## config.mk

```make
export PLATFORM = sky130hd
export DESIGN_NAME = ex_mem_pipeline_register
export DESIGN_NICKNAME = d
export VERILOG_FILES = /design/src/rtl/ex_mem_pipeline_register_pkg.sv /design/src/rtl/ex_mem_pipeline_register_pipe_reg_en_clr.sv /design/src/rtl/ex_mem_pipeline_register.sv
export SDC_FILE = /design/constraint.sdc
export NUM_CORES = 1
export LEC_CHECK = 0
export CORE_ASPECT_RATIO = 1.5
export CORE_MARGIN = 5
export CORE_UTILIZATION = 37
export CTS_CLUSTER_DIAMETER = 80
export DETAILED_ROUTE_END_ITERATION = 8
export PLACE_DENSITY = 0.74
export SLEW_MARGIN = 20
export SYNTH_ARGS = -nofsm -noshare
export SYNTH_HDL_FRONTEND = slang
export SYNTH_SLANG_ARGS = --single-unit
```

## constraint.sdc

```tcl
create_clock -name Clk -period 3.6 [get_ports Clk]
set_input_delay 0.36 -clock Clk [delete_from_list [all_inputs] [get_ports Clk]]
set_output_delay 0.36 -clock Clk [all_outputs]
set_load 0.02 [all_outputs]
```

## src/rtl/ex_mem_pipeline_register_pkg.sv

```systemverilog
// Shared types and constants for the EX/MEM pipeline register.
// Defines the control bundle layout, default widths and the $zero register index.
package ex_mem_pipeline_register_pkg;

   localparam int DATA_W_DEF = 32;
   localparam int REG_W_DEF  = 5;
   localparam int CNT_W_DEF  = 16;

   localparam logic [4:0] REG_ZERO = 5'd0;

   // Field order of the control group; the MSB holds reg_write.
   typedef struct packed {
      logic reg_write;
      logic mem_to_reg;
      logic branch;
      logic mem_read;
      logic mem_write;
      logic zero;
   } ctrl_t;

   localparam int CTRL_W = $bits(ctrl_t);

endpackage

```

## src/rtl/ex_mem_pipeline_register_pipe_reg_en_clr.sv

```systemverilog
// Generic register with async active-high reset, load enable and synchronous clear.
// The clear input takes priority over the enable input.
module pipe_reg_en_clr #(
   parameter int W = 1
) (
   input  logic         clk,
   input  logic         rst,
   input  logic         en,
   input  logic         clr,
   input  logic [W-1:0] d,
   output logic [W-1:0] q
);

   // State register: a clear loads zero even while the enable is low.
   always_ff @(posedge clk or posedge rst) begin
      if (rst) begin
         q <= {W{1'b0}};
      end else if (clr) begin
         q <= {W{1'b0}};
      end else if (en) begin
         q <= d;
      end else begin
         q <= q;
      end
   end

endmodule

```

## src/rtl/ex_mem_pipeline_register.sv

```systemverilog
// EX/MEM pipeline register with stall/flush control, a saturating bubble counter
// and the MEM-stage store-data forwarding select.
module ex_mem_pipeline_register
   import ex_mem_pipeline_register_pkg::*;
#(
   parameter int DATA_W = DATA_W_DEF,
   parameter int REG_W  = REG_W_DEF,
   parameter int CNT_W  = CNT_W_DEF
) (
   input  logic              Clk,
   input  logic              Reset,
   input  logic              Stall,
   input  logic              Flush,
   input  logic              RegWriteE,
   input  logic              MemtoRegE,
   input  logic              BranchE,
   input  logic              MemReadE,
   input  logic              MemWriteE,
   input  logic              ZeroE,
   input  logic [DATA_W-1:0] ALUResultE,
   input  logic [DATA_W-1:0] WriteDataE,
   input  logic [DATA_W-1:0] BranchTargetE,
   input  logic [REG_W-1:0]  WriteRegE,
   input  logic [REG_W-1:0]  RtE,
   input  logic              RegWriteW,
   input  logic [REG_W-1:0]  WriteRegW,
   output logic              RegWriteM,
   output logic              MemtoRegM,
   output logic              BranchM,
   output logic              MemReadM,
   output logic              MemWriteM,
   output logic              ZeroM,
   output logic [DATA_W-1:0] ALUResultM,
   output logic [DATA_W-1:0] WriteDataM,
   output logic [DATA_W-1:0] BranchTargetM,
   output logic [REG_W-1:0]  WriteRegM,
   output logic [REG_W-1:0]  RtM,
   output logic              ValidM,
   output logic              ForwardD,
   output logic [CNT_W-1:0]  BubbleCount
);

   logic                  load_en;
   ctrl_t                 ctrl_d;
   ctrl_t                 ctrl_q;
   logic [3*DATA_W-1:0]   data_q;
   logic [2*REG_W-1:0]    idx_q;
   logic [CNT_W-1:0]      bubble_cnt;

   assign load_en = ~Stall;
   assign ctrl_d  = '{reg_write: RegWriteE, mem_to_reg: MemtoRegE, branch: BranchE,
                      mem_read: MemReadE, mem_write: MemWriteE, zero: ZeroE};

   pipe_reg_en_clr #(.W(CTRL_W)) u_ctrl (
      .clk (Clk), .rst (Reset), .en (load_en), .clr (Flush),
      .d   (ctrl_d), .q (ctrl_q)
   );

   pipe_reg_en_clr #(.W(3*DATA_W)) u_data (
      .clk (Clk), .rst (Reset), .en (load_en), .clr (Flush),
      .d   ({ALUResultE, WriteDataE, BranchTargetE}), .q (data_q)
   );

   pipe_reg_en_clr #(.W(2*REG_W)) u_idx (
      .clk (Clk), .rst (Reset), .en (load_en), .clr (Flush),
      .d   ({WriteRegE, RtE}), .q (idx_q)
   );

   // A bubble is just a cleared valid bit; any unstalled load marks a real instruction.
   pipe_reg_en_clr #(.W(1)) u_valid (
      .clk (Clk), .rst (Reset), .en (load_en), .clr (Flush),
      .d   (1'b1), .q (ValidM)
   );

   assign RegWriteM     = ctrl_q.reg_write;
   assign MemtoRegM     = ctrl_q.mem_to_reg;
   assign BranchM       = ctrl_q.branch;
   assign MemReadM      = ctrl_q.mem_read;
   assign MemWriteM     = ctrl_q.mem_write;
   assign ZeroM         = ctrl_q.zero;
   assign ALUResultM    = data_q[3*DATA_W-1:2*DATA_W];
   assign WriteDataM    = data_q[2*DATA_W-1:DATA_W];
   assign BranchTargetM = data_q[DATA_W-1:0];
   assign WriteRegM     = idx_q[2*REG_W-1:REG_W];
   assign RtM           = idx_q[REG_W-1:0];

   // Bubble counter: counts every flush, stalls at all-ones instead of wrapping.
   always_ff @(posedge Clk or posedge Reset) begin
      if (Reset) begin
         bubble_cnt <= {CNT_W{1'b0}};
      end else if (Flush && (bubble_cnt != {CNT_W{1'b1}})) begin
         bubble_cnt <= bubble_cnt + CNT_W'(1);
      end else begin
         bubble_cnt <= bubble_cnt;
      end
   end

   assign BubbleCount = bubble_cnt;

   // Store-data forwarding from WB; a bubble or a $zero source never forwards.
   always_comb begin
      ForwardD = 1'b0;
      if (MemWriteM && RegWriteW && (WriteRegW == RtM) && (RtM != REG_W'(REG_ZERO))) begin
         ForwardD = 1'b1;
      end else begin
         ForwardD = 1'b0;
      end
   end

endmodule

```

# Yosys cells after proc, flatten, opt, wreduce, memory -nomap -nowiden
# Cells that the tools add are included.
# word_totals
register_bits	129
inputBits	122
out_inout_bits	130
# op_classes
reduce_logical	5
addsub	1
muxes	9
eq_ne	3
# op_table
operator	count
$mux W96	2
$mux W10	2
$add A16 B1 Y16 const B	1
$ne A16 B16 Y1 const B	1
$mux W6	2
$eq A5 B5 Y1	1
$reduce_bool A5 Y1	1
$logic_and A1 B1 Y1	4
$mux W1	3
$ne A2 B1 Y1 const B	1

# Logic depth before layout (Yosys ltp)
# Gate-level depths: netlist of run 1.
# depth
depth_word	4
ltp_mapped	6

# By module
# Synthesis of run 1 repeated with hierarchy kept, for this count alone.
# unflattened
hier_cells	453
area_unflattened_um2	5494.0
# by_module_without_submodules
module	seq_area_each_um2	area_each_um2	cells_per_inst	instances
pipe_reg_en_clr (u_data)	2402.3	3913.8	311	1
ex_mem_pipeline_register	400.4	883.3	85	1
pipe_reg_en_clr (u_idx)	250.2	406.6	33	1
pipe_reg_en_clr (u_ctrl)	150.1	247.7	20	1
pipe_reg_en_clr (u_valid)	25.0	42.5	4	1

# Worst setup path after synthesis of run 1
# OpenSTA, ideal clock, no wires.
# synth_path
kind	register -> register
from	reg bubble_cnt[0], in the netlist BubbleCount[0]
to	reg bubble_cnt[1], in the netlist BubbleCount[1]
path_slack_ns	1.646
n_path_buf	1
t_arrival_ns	1.829
stages_incl_launch_ff	7
t_required_ns	3.475
cell_sequence	dfrtp_1 ha_1 nand3_1 or4_4 buf_6 nand2_4 mux2_4
# synth_between
elab_chain_cells	2
elab_cells_between_ends	3
# synth_rtl
item	line_no	text
from (decl)	ex_mem_pipeline_register.sv:48	logic [CNT_W-1:0] bubble_cnt;
from (signal assigned)	ex_mem_pipeline_register.sv:90	bubble_cnt <= {CNT_W{1'b0}};
from (signal assigned)	ex_mem_pipeline_register.sv:92	bubble_cnt <= bubble_cnt + CNT_W'(1);
from (signal assigned)	ex_mem_pipeline_register.sv:94	bubble_cnt <= bubble_cnt;
parallel branches: the longest is 2 deep, another holds $add A16 B1 Y16	--	
# Parallel ways; which one is timed is not known.
# A chain may end at the register's enable or synchronous reset.

# Worst setup path after layout of run 1
# layout_path
from	in WriteRegW[0]
to	out ForwardD
# layout_between
elab_chain_cells	4
# layout_rtl
item	line_no	text
from (decl)	ex_mem_pipeline_register.sv:26	input logic [REG_W-1:0] WriteRegW,
$eq A5 B5 Y1	ex_mem_pipeline_register.sv:103	if (MemWriteM && RegWriteW && (WriteRegW == RtM) && (RtM != REG_W'(REG_ZERO))) begin
$logic_and A1 B1 Y1 (2 in series)	ex_mem_pipeline_register.sv:103	
$mux W1	ex_mem_pipeline_register.sv:103	
to (decl)	ex_mem_pipeline_register.sv:39	output logic ForwardD,
# No other way between the ends.

==> results of run 1 <==
critical path, delay by kind of cell:
kind            cells  cell delay (ns)
compound gates      1             0.12
xor+xnor            1             0.12
buf+inv             2             1.14
simple gates        1             0.20
registers in the layout, indices dropped and copies added, names as in the netlist:
signal and count:
BubbleCount 16, u_idx.q 10, u_valid.q 1, u_ctrl.q 6
u_data.q 96
layout make-up:
class                   instances  area share [%]
multi-input cells             291            23.2
inverters                       4           0.217
clock inverters                14            1.78
clock buffers                  18            5.08
well taps                     196            2.84
flip-flops and latches        129            37.4
repair buffers                255            29.6
layout by cell type, fill, tap and decap left out:
master,synthesis,layout
buf_6,1,1
or4_4,1,1
mux2i_1,112,112
a41oi_1,1,1
nand3_1,9,9
buf_4,0,4
nor2b_1,1,1
nand4_1,5,5
a21oi_1,6,6
nor4_1,1,1
nor3_1,3,3
nand4_2,2,2
inv_1,4,3
a31oi_1,2,2
xnor2_1,11,11
and3_2,1,1
and3_1,3,3
o21a_1,3,3
clkbuf_16,0,17
bufinv_16,0,2
o211ai_1,1,1
or3_2,1,1
nor2_1,118,118
o2111ai_1,1,1
buf_12,0,1
clkinv_4,0,3
mux2_2,1,1
dfrtp_1,129,129
nand2_4,1,1
and4_1,1,1
or2_2,1,1
clkinv_2,0,2
clkinvlp_4,0,4
mux2_4,1,1
nand2_1,2,2
inv_6,0,4
ha_1,1,1
clkdlybuf4s50_1,0,249
o21ai_0,1,1
clkbuf_8,0,1
layer usage:
layer / share of wire, % / vias up
met1: 36 / 2034
met3: 8.6 / 29
met2: 52 / 168
met5: 0 / -
met4: 2.8 / 0
li1: - / 2017
cell families (layout without fill, tap and decap cells):
group                    count (synthesis)  count (layout)  share of synthesized area [%]
AND/OR/NAND/NOR                        150             150                           12.1
AO/OA/AOI/OAI                           15              15                           1.77
XOR/XNOR                                11              11                           1.79
multiplexers                           114             114                           21.4
buffers and inverters                   31             291                           2.61
adder cells (fa/ha/maj)                  1               1                          0.233
flip-flops                             129             129                           60.1
where the power goes:
part	leakage, nW	switching [mW]	internal [mW]
registers	1.71	0.104	1.56
clock network	0.284	0.660	1.05
logic	1.98	0.392	0.428
total	3.97	1.16	3.04
worst paths after layout:
path	startpoint	end	cells past startpoint
hold reg to reg	u_data.q[75]	u_data.q[75]	2
max in group asynchronous	Reset	BubbleCount[9]	3
setup / recovery	WriteRegW[0]	ForwardD	5
hold / removal	Flush	u_data.q[88]	2
min in group asynchronous	Reset	u_data.q[40]	3
setup reg to reg	BubbleCount[0]	BubbleCount[1]	5
per-stage QoR:
stage | util, % | hold slack [ns] | cells | power (mW)
after floorplan | - | 0.513 | 451 | 2.07
after global placement | 55.9 | 0.504 | 875 | 2.50
after detailed placement | 55.9 | 0.513 | 875 | 2.52
after CTS | 60.0 | 0.422 | 907 | 4.25
after global routing | 60.0 | 0.464 | 907 | 4.39
final | 60.0 | 0.438 | 907 | 4.19
==> results.py, run 1 <==
metrics = {
    "placement": {
        "place_congestion": 0.755,
        "placed_area_um2": 8050,
        "dpl.hpwl_mm": 11.2,
        "dpl_worst_slack_ns": 1.30,
        "portBuffers": 251,
    },
    "cells_and_area": {
        "area_growth_syn_to_layout_pct": 60.9,
        "final_cell_area_um2": 8640,
        "nNetsFinal": 821,
        "antennaDiodeCount": 0,
        "multi_input_area_um2": 2000,
        "fillers": 1191,
        "regArea_um2": 3230,
        "drive_gt1_share_pct": 6.75,
    },
    "drt": {
        "drtIter0Drc": 131,
        "antenna_left": 0,
        "wire_per_inst_um": 16.8,
        "avgViaCountPerCell": 4.68,
        "vias": 4248,
        "drt_first_pass_iters": 4,
        "drt-total-wl_mm": 15.2,
        "drc": 0,
    },
    "timing": {
        "finalWorstSetupSlack_ns": 1.30,
        "slew_headroom_pct": 41.0,
        "rsz0062_at_grt": "false",
        "period_needed_ns": 2.30,
        "slew_viol_final": 0,
        "setup_viol": 0,
        "fmax_mhz": 434,
        "period_share_pct": 63.9,
        "setup_tns_ns": 0,
        "worstMarginPinSlew_ns": 0.886,
        "fin_skew_ns": 0.00693,
        "finalHoldViolations": 0,
    },
    "floorplanning": {
        "dieArea_um2": 17100,
        "std_cell_rows": 54,
        "core-area_um2": 14400,
        "io_pins": 252,
        "die_y_um": 158,
        "die_x_um": 108,
        "start_util_pct": 37.3,
    },
    "global_routing": {
        "grtUsageTotal_pct": 18.4,
        "grt.busiest_layer": "met2",
        "grt_overflow": 0,
        "grt_pass1_vias": 4691,
        "antenna_found_initial": 0,
        "grt_use_met3_pct": 7.02,
        "grt_use_met2_pct": 32.1,
        "grt_max_degree": 130,
        "use_met1_pct": 20.0,
        "grt_pass1_wl_mm": 24.4,
    },
    "synthesis": {
        "ys_seq_area_share_pct": 60.1,
        "synth_area_um2": 5370,
        "synth-edff-count": 0,
        "yosys_most_used_dff": "dfrtp_1",
        "synthCells": 451,
        "async_reset_ff_share_pct": 100,
        "yosys.area.top_type_share_pct": 60.1,
        "ys_ff_latch": 129,
        "synth.net_count": 574,
        "synthTopCellsByCount": "dfrtp_1 (129), nor2_1 (118), mux2i_1 (112), buf_2 (13), xnor2_1 (11)",
        "synth_top_area_cell": "dfrtp_1",
        "yosysMostFrequentCell": "dfrtp_1",
        "ys_warn_count": 0,
        "yosys-top-cells-area": "dfrtp_1 (60%), mux2i_1 (21%), nor2_1 (8.2%)",
        "synth.avg_cell_area_um2": 11.9,
        "synth.distinct_cells": 33,
    },
    "critical_path": {
        "reg2reg_slack_ns": 1.68,
        "endpoint_kind": "output pin",
        "worstPathRequired_ns": 3.24,
        "setup.worst_path.start_class": "input pin",
        "crit_fanout": 2,
        "cp_slowest_stage_delay_ns": 0.64,
        "crit_type": "input pin to output pin",
        "worst_ep_arrival_time_ns": 1.94,
        "cpMostUsedCell": "clkdlybuf4s50_1",
        "cp_slowest_cell": "clkdlybuf4s50_1",
        "crit_chain": "clkdlybuf4s50_1, xnor2_1, o2111ai_1, nor3_1, clkdlybuf4s50_1",
    },
    "clock_tree": {
        "cts.clk_slew.worst_paths_ns": 0.06,
        "cts_root_buf": "clkbuf_16",
        "cts_resized": 0,
        "cts_hold_buffers": 0,
        "cts_htree_levels": 4,
        "cts_tree": "built",
        "clock_latency_ns": 0.41,
        "cts_max_path_buffers": 2,
        "cts_inserted_buffers": 17,
        "clkSinkCount": 129,
        "post_cts_buffers": 0,
    },
    "pwr": {
        "irDropWorstVdd_v": 0.000310,
        "p_per_area_nw_per_um2": 485,
        "leakage_nw": 3.97,
    },
    "run_status": {
        "status": "complete, no violations",
    },
    "job": {
        "maxCapViolCount": 0,
    },
    "min_path": {
        "hp-class": "input pin to register",
    },
}
Power figures use the tool's default switching activity.
==> inputs of run 2 (changes only) <==
CORE_UTILIZATION = 41   (was 37)
PLACE_DENSITY = 0.78   (was 0.74)
clock period = 2.3 ns   (was 3.6 ns; I/O delays follow)
==> run 2 against run 1 <==
Sequential power increased by 56%. Die area decreased by 9.0%. Utilization increased by 6.8 points. Final cell count decreased by 3.9%. Clock skew increased by 0.0022 ns. Count of clock-buffer cells in the layout increased by 1. Clock power increased by 61%. Worst hold slack got worse by 0.38 ns. Critical path type is now register to output pin.
==> results.py, run 2 (synthesized netlist as in run 1, its figures left out) <==
metrics = {
    "run_status": {
        "status": "complete, no violations",
    },
    "job": {
        "maxCapViolCount": 0,
    },
    "cells_and_area": {
        "nNetsFinal": 823,
        "final_cell_mix": "clkdlybuf4s50_1 (249), dfrtp_1 (129), nor2_1 (118), mux2i_1 (112), clkbuf_16 (17)",
        "regArea_um2": 3230,
        "mostFrequentLayoutCell": "clkdlybuf4s50_1",
        "final_cell_area_um2": 8650,
        "top_register": "u_data.q",
        "multi_input_area_um2": 2000,
        "largest_reg_flops": 96,
        "area_growth_syn_to_layout_pct": 61.2,
        "fillers": 1011,
        "drive_gt1_share_pct": 6.88,
    },
    "placement": {
        "dpl_worst_slack_ns": 0.249,
        "portBuffers": 251,
        "placed_area_um2": 8040,
        "dpl.hpwl_mm": 11.3,
        "place_congestion": 0.794,
    },
    "clock_tree": {
        "post_cts_buffers": 0,
        "clock_latency_ns": 0.40,
        "cts_root_buf": "clkbuf_16",
        "clkSinkCount": 129,
        "cts_max_path_buffers": 2,
        "cts_tree": "built",
        "cts_inserted_buffers": 17,
        "cts_resized": 0,
        "cts_hold_buffers": 0,
        "cts_htree_levels": 4,
        "cts.clk_slew.worst_paths_ns": 0.06,
    },
    "critical_path": {
        "worst_ep_arrival_time_ns": 1.92,
        "critPathTopFamily": "buffers and inverters",
        "cp_slowest_cell": "clkdlybuf4s50_1",
        "cp_slowest_stage_delay_ns": 0.63,
        "crit_buf_inv": 1,
        "crit_chain": "xnor2_1, o2111ai_1, nor3_1, clkdlybuf4s50_1",
        "setup.worst_path.start_class": "register",
        "crit_fanout": 3,
        "endpoint_kind": "output pin",
        "worstPathRequired_ns": 2.07,
        "crit_type": "register to output pin",
    },
    "floorplanning": {
        "die_x_um": 103,
        "core-area_um2": 13000,
        "start_util_pct": 41.5,
        "io_pins": 252,
        "dieArea_um2": 15500,
        "die_y_um": 150,
        "std_cell_rows": 51,
    },
    "drt": {
        "avgViaCountPerCell": 4.93,
        "drc": 0,
        "vias": 4296,
        "antenna_left": 0,
        "drt_first_pass_iters": 4,
        "wire_per_inst_um": 17.8,
        "drtIter0Drc": 136,
        "drt-total-wl_mm": 15.5,
    },
    "timing": {
        "rsz0062_at_grt": "false",
        "period_needed_ns": 2.15,
        "period_share_pct": 93.5,
        "setup_viol": 0,
        "slew_headroom_pct": 52.2,
        "fin_skew_ns": 0.00911,
        "finalHoldViolations": 0,
        "slew_viol_final": 0,
        "setup_tns_ns": 0,
        "fmax_mhz": 465,
        "worstMarginPinSlew_ns": 0.717,
        "finalWorstSetupSlack_ns": 0.149,
    },
    "global_routing": {
        "grtUsageTotal_pct": 20.0,
        "grt_pass1_vias": 4678,
        "grt_max_degree": 128,
        "grt_overflow": 0,
        "grt_pass1_wl_mm": 23.9,
        "antenna_found_initial": 1,
    },
    "pwr": {
        "leakage_nw": 4.00,
        "p_per_area_nw_per_um2": 771,
        "irDropWorstVdd_v": 0.000541,
    },
    "min_path": {
        "hp-class": "input pin to asynchronous set/reset pin",
    },
}
## run 2: cell types whose count changed in the layout (fill, tap and decap cells not counted)
cell / change
buf_12: +2
bufinv_16: +1
clkbuf_8: +1
clkinv_4: -1
diode_2: +1
inv_6: -2
## run 2: final timing paths
check | from | end | slack [ns] | cells after the start
max in group asynchronous | Reset | u_data.q[9] | 1.34 | 3
min | Reset | u_data.q[0] | 0.06 | 2
max reg2reg | BubbleCount[0] | BubbleCount[1] | 0.37 | 5
max | u_idx.q[0] | ForwardD | 0.15 | 4
min in group Clk | Flush | BubbleCount[2] | 0.21 | 3
min reg2reg | u_data.q[26] | u_data.q[26] | 0.52 | 2
## run 2: layout make-up
class | count | share of cell area (%)
tap | 159 | 2.30
clock buffer | 19 | 5.23
multi-input combinational | 291 | 23.1
clock inverter | 12 | 1.82
sequential | 129 | 37.3
antenna | 1 | 0.0289
timing repair buffer | 257 | 30.0
inverter | 4 | 0.217
## run 2: per-stage QoR
step / hold slack (ns) / utilization, % / total power, mW / cells
3_5_place_dp: 0.477 / 62.1 / 3.96 / 840
5_1_grt: 0.0587 / 66.8 / 6.96 / 872
3_3_place_gp: 0.472 / 62.1 / 3.91 / 840
4_1_cts: 0.0462 / 66.8 / 6.74 / 871
2_1_floorplan: 0.383 / - / 3.24 / 451
6_report: 0.0622 / 66.8 / 6.67 / 872
## run 2: layer usage
metal / vias to the layer above / GRT usage (%) / wire [µm]
met1: 2057 / 21.7 / 5520
met2: 184 / 34.5 / 8080
met3: 31 / 7.93 / 1480
li1: 2024 / - / -
met5: - / 0 / 0
met4: 0 / 7.84 / 447
## run 2: worst reg2reg max path: cells and delay by family, from the launching register on
kind	cells	cell delay, ns
multiplexers	1	0.30
AND/OR/NAND/NOR	3	0.81
flip-flops	1	0.43
adder cells (fa/ha/maj)	1	0.27
## run 2: power by group
| group | internal, mW | switching [mW] |
|---|---|---|
| Clock | 1.76 | 0.994 |
| Combinational | 0.675 | 0.624 |
| Sequential | 2.44 | 0.168 |
==> inputs of run 3 (changes only) <==
--- a/config.mk
+++ b/config.mk
@@ -12,2 +12,3 @@
 export DETAILED_ROUTE_END_ITERATION = 8
+export GPL_ROUTABILITY_DRIVEN = 1
 export PLACE_DENSITY = 0.78
==> constraint.sdc (replaced) <==
create_clock -name Clk -period 2.3 [get_ports Clk]
set_input_delay 0.345 -clock Clk [delete_from_list [all_inputs] [get_ports Clk]]
set_output_delay 0.345 -clock Clk [all_outputs]
set_load 0.02 [all_outputs]
==> run 3 against run 2 <==
Die area unchanged. Sequential cell count did not move. Power up 1.3%. Count of clock-buffer cells in the layout unchanged. Clock power up 3%. Global-route usage is 0.32 points lower. Critical path depth up 1. Worst hold slack better by 0.31 ns. Worst setup slack improved by 0.10 ns. Largest cell class unchanged. Highest routed layer unchanged.
==> results.py, run 3 (synthesized netlist as in run 1, its figures left out) <==
metrics = {
    "timing": {
        "finalHoldViolations": 0,
        "setup_viol": 0,
        "period_needed_ns": 2.05,
        "worstMarginPinSlew_ns": 0.727,
        "slew_headroom_pct": 51.5,
        "period_share_pct": 89.2,
        "slew_viol_final": 0,
        "fmax_mhz": 488,
        "setup_tns_ns": 0,
        "fin_skew_ns": 0.00459,
        "rsz0062_at_grt": "false",
    },
    "critical_path": {
        "crit_chain": "clkdlybuf4s50_1, xnor2_1, o2111ai_1, nor3_1, dlygate4sd2_1",
        "crit_type": "input pin to output pin",
        "crit_buf_inv": 2,
        "critPathTopFamily": "buffers and inverters",
        "cp-startpoint": "WriteRegW[0]",
        "crit_fanout": 2,
        "cp_slowest_cell": "clkdlybuf4s50_1",
        "worstPathRequired_ns": 1.96,
        "r2r_start": "BubbleCount[0]",
        "reg2reg_slack_ns": 0.41,
        "path_depth": 5,
        "worst_ep_arrival_time_ns": 1.71,
        "worstRegToRegCells": 5,
        "cp_slowest_stage_delay_ns": 0.51,
        "reg2reg_to": "BubbleCount[1]",
        "worstSetupEndpoint": "ForwardD",
        "setup.worst_path.start_class": "input pin",
        "endpoint_kind": "output pin",
    },
    "pwr": {
        "switching_power_mw": 1.76,
        "clkPwrFrac_pct": 42.2,
        "power_frac_seq_pct": 38.7,
        "p_per_area_nw_per_um2": 778,
        "irDropWorstVdd_v": 0.000575,
        "power_frac_comb_pct": 19.2,
        "p_int_mw": 4.99,
        "power_mw": 6.75,
        "leakage_nw": 4.02,
        "swShare_pct": 26.0,
    },
    "run_status": {
        "status": "complete, no violations",
    },
    "cells_and_area": {
        "area_growth_syn_to_layout_pct": 61.7,
        "final_cell_area_um2": 8680,
        "multi_input_area_um2": 2000,
        "final_cells": 872,
        "drive_gt1_share_pct": 7.01,
        "final_cell_mix": "clkdlybuf4s50_1 (248), dfrtp_1 (129), nor2_1 (118), mux2i_1 (112), clkbuf_16 (17)",
        "largest_reg_flops": 96,
        "nNetsFinal": 824,
        "regArea_um2": 3230,
        "mostFrequentLayoutCell": "clkdlybuf4s50_1",
        "top_register": "u_data.q",
        "antennaDiodeCount": 0,
        "fillers": 976,
    },
    "floorplanning": {
        "core-area_um2": 13000,
        "io_pins": 252,
        "start_util_pct": 41.5,
        "die_y_um": 150,
        "std_cell_rows": 51,
        "dieArea_um2": 15500,
        "die_x_um": 103,
    },
    "clock_tree": {
        "cts.clk_slew.worst_paths_ns": 0.05,
        "cts_max_path_buffers": 2,
        "clock_latency_ns": 0.41,
        "post_cts_buffers": 0,
        "cts_tree": "built",
        "cts_root_buf": "clkbuf_16",
        "cts_htree_levels": 4,
        "clkSinkCount": 129,
        "cts_inserted_buffers": 17,
    },
    "job": {
        "maxCapViolCount": 0,
    },
    "global_routing": {
        "grt_max_degree": 72,
        "grt_pass1_vias": 4693,
        "antenna_found_initial": 0,
        "grt_overflow": 0,
        "grtUsageTotal_pct": 19.7,
        "grt_pass1_wl_mm": 23.8,
    },
    "drt": {
        "drc": 0,
        "vias": 4293,
        "avgViaCountPerCell": 4.92,
        "drt-total-wl_mm": 15.2,
        "wire_per_inst_um": 17.4,
        "drt_first_pass_iters": 4,
        "antenna_left": 0,
        "drtIter0Drc": 106,
    },
    "placement": {
        "dpl.hpwl_mm": 11.3,
        "placed_area_um2": 8050,
        "portBuffers": 251,
        "place_congestion": 0.798,
        "post-place-cells": 841,
    },
    "min_path": {
        "hp-class": "input pin to register",
        "holdPathStages": 3,
    },
}
-- run 3: changes by cell type in the layout (fill, tap and decap cells not counted) --
cell	previous run	this run
buf_4	4	5
bufinv_16	3	4
clkdlybuf4s50_1	249	248
clkinv_4	2	3
clkinvlp_4	4	2
diode_2	1	0
dlygate4sd2_1	0	1
-- run 3: power by group through the flow --
stage          Sequential [mW]  Combinational, mW  Clock [mW]
3_3_place_gp              2.63               1.28           0
6_report                  2.61               1.29        2.85
5_1_grt                   2.64               1.39        3.02
2_1_floorplan             2.83              0.405           0
4_1_cts                   2.61               1.31        2.90
3_5_place_dp              2.64               1.30           0
-- run 3: cell type report --
type	instances	share of cell area, %
clock buffer	19	5.22
clock inverter	12	2.09
inverter	4	0.216
multi-input combinational	291	23.1
sequential	129	37.2
tap	159	2.29
timing repair buffer	258	29.9
-- run 3: how the worst min path moves through the flow --
stage	start	endpoint	slack [ns]
2_1_floorplan	ZeroE	u_ctrl.q[0]	0.50
3_3_place_gp	u_data.q[2]	u_data.q[2]	0.50
3_5_place_dp	u_valid.q	u_valid.q	0.51
4_1_cts	Stall	u_data.q[95]	0.36
5_1_grt	Stall	u_ctrl.q[5]	0.36
6_report	Stall	u_data.q[2]	0.37
-- run 3: worst register-to-register path, delay by kind of cell (launching register included) --
family | cells | cell delay, ns
AND/OR/NAND/NOR | 3 | 0.80
adder cells (fa/ha/maj) | 1 | 0.26
flip-flops | 1 | 0.42
multiplexers | 1 | 0.29
-- run 3: metrics by stage --
step	worst slack [ns]	hold WS (ns)	utilization, %
after global routing	0.170	0.363	67.0
after detailed placement	-0.0277	0.509	62.1
after CTS	0.261	0.358	67.0
after global placement	0.0537	0.504	62.1
after floorplan	0.346	0.498	-
final	0.249	0.370	67.0
-- run 3: repair_timing --
action	4_1_cts	5_1_grt
setup endpoints to repair	1	0
gates resized for setup	1	0
hold buffers	0	0
-- run 3: metal layers --
metal,GRT usage [%],part of all wire (%),up-vias
met3,7.28,10,27
met5,0,0,-
met4,7.65,2.7,0
met1,21.1,35,2052
li1,-,-,2030
met2,34.6,52,184
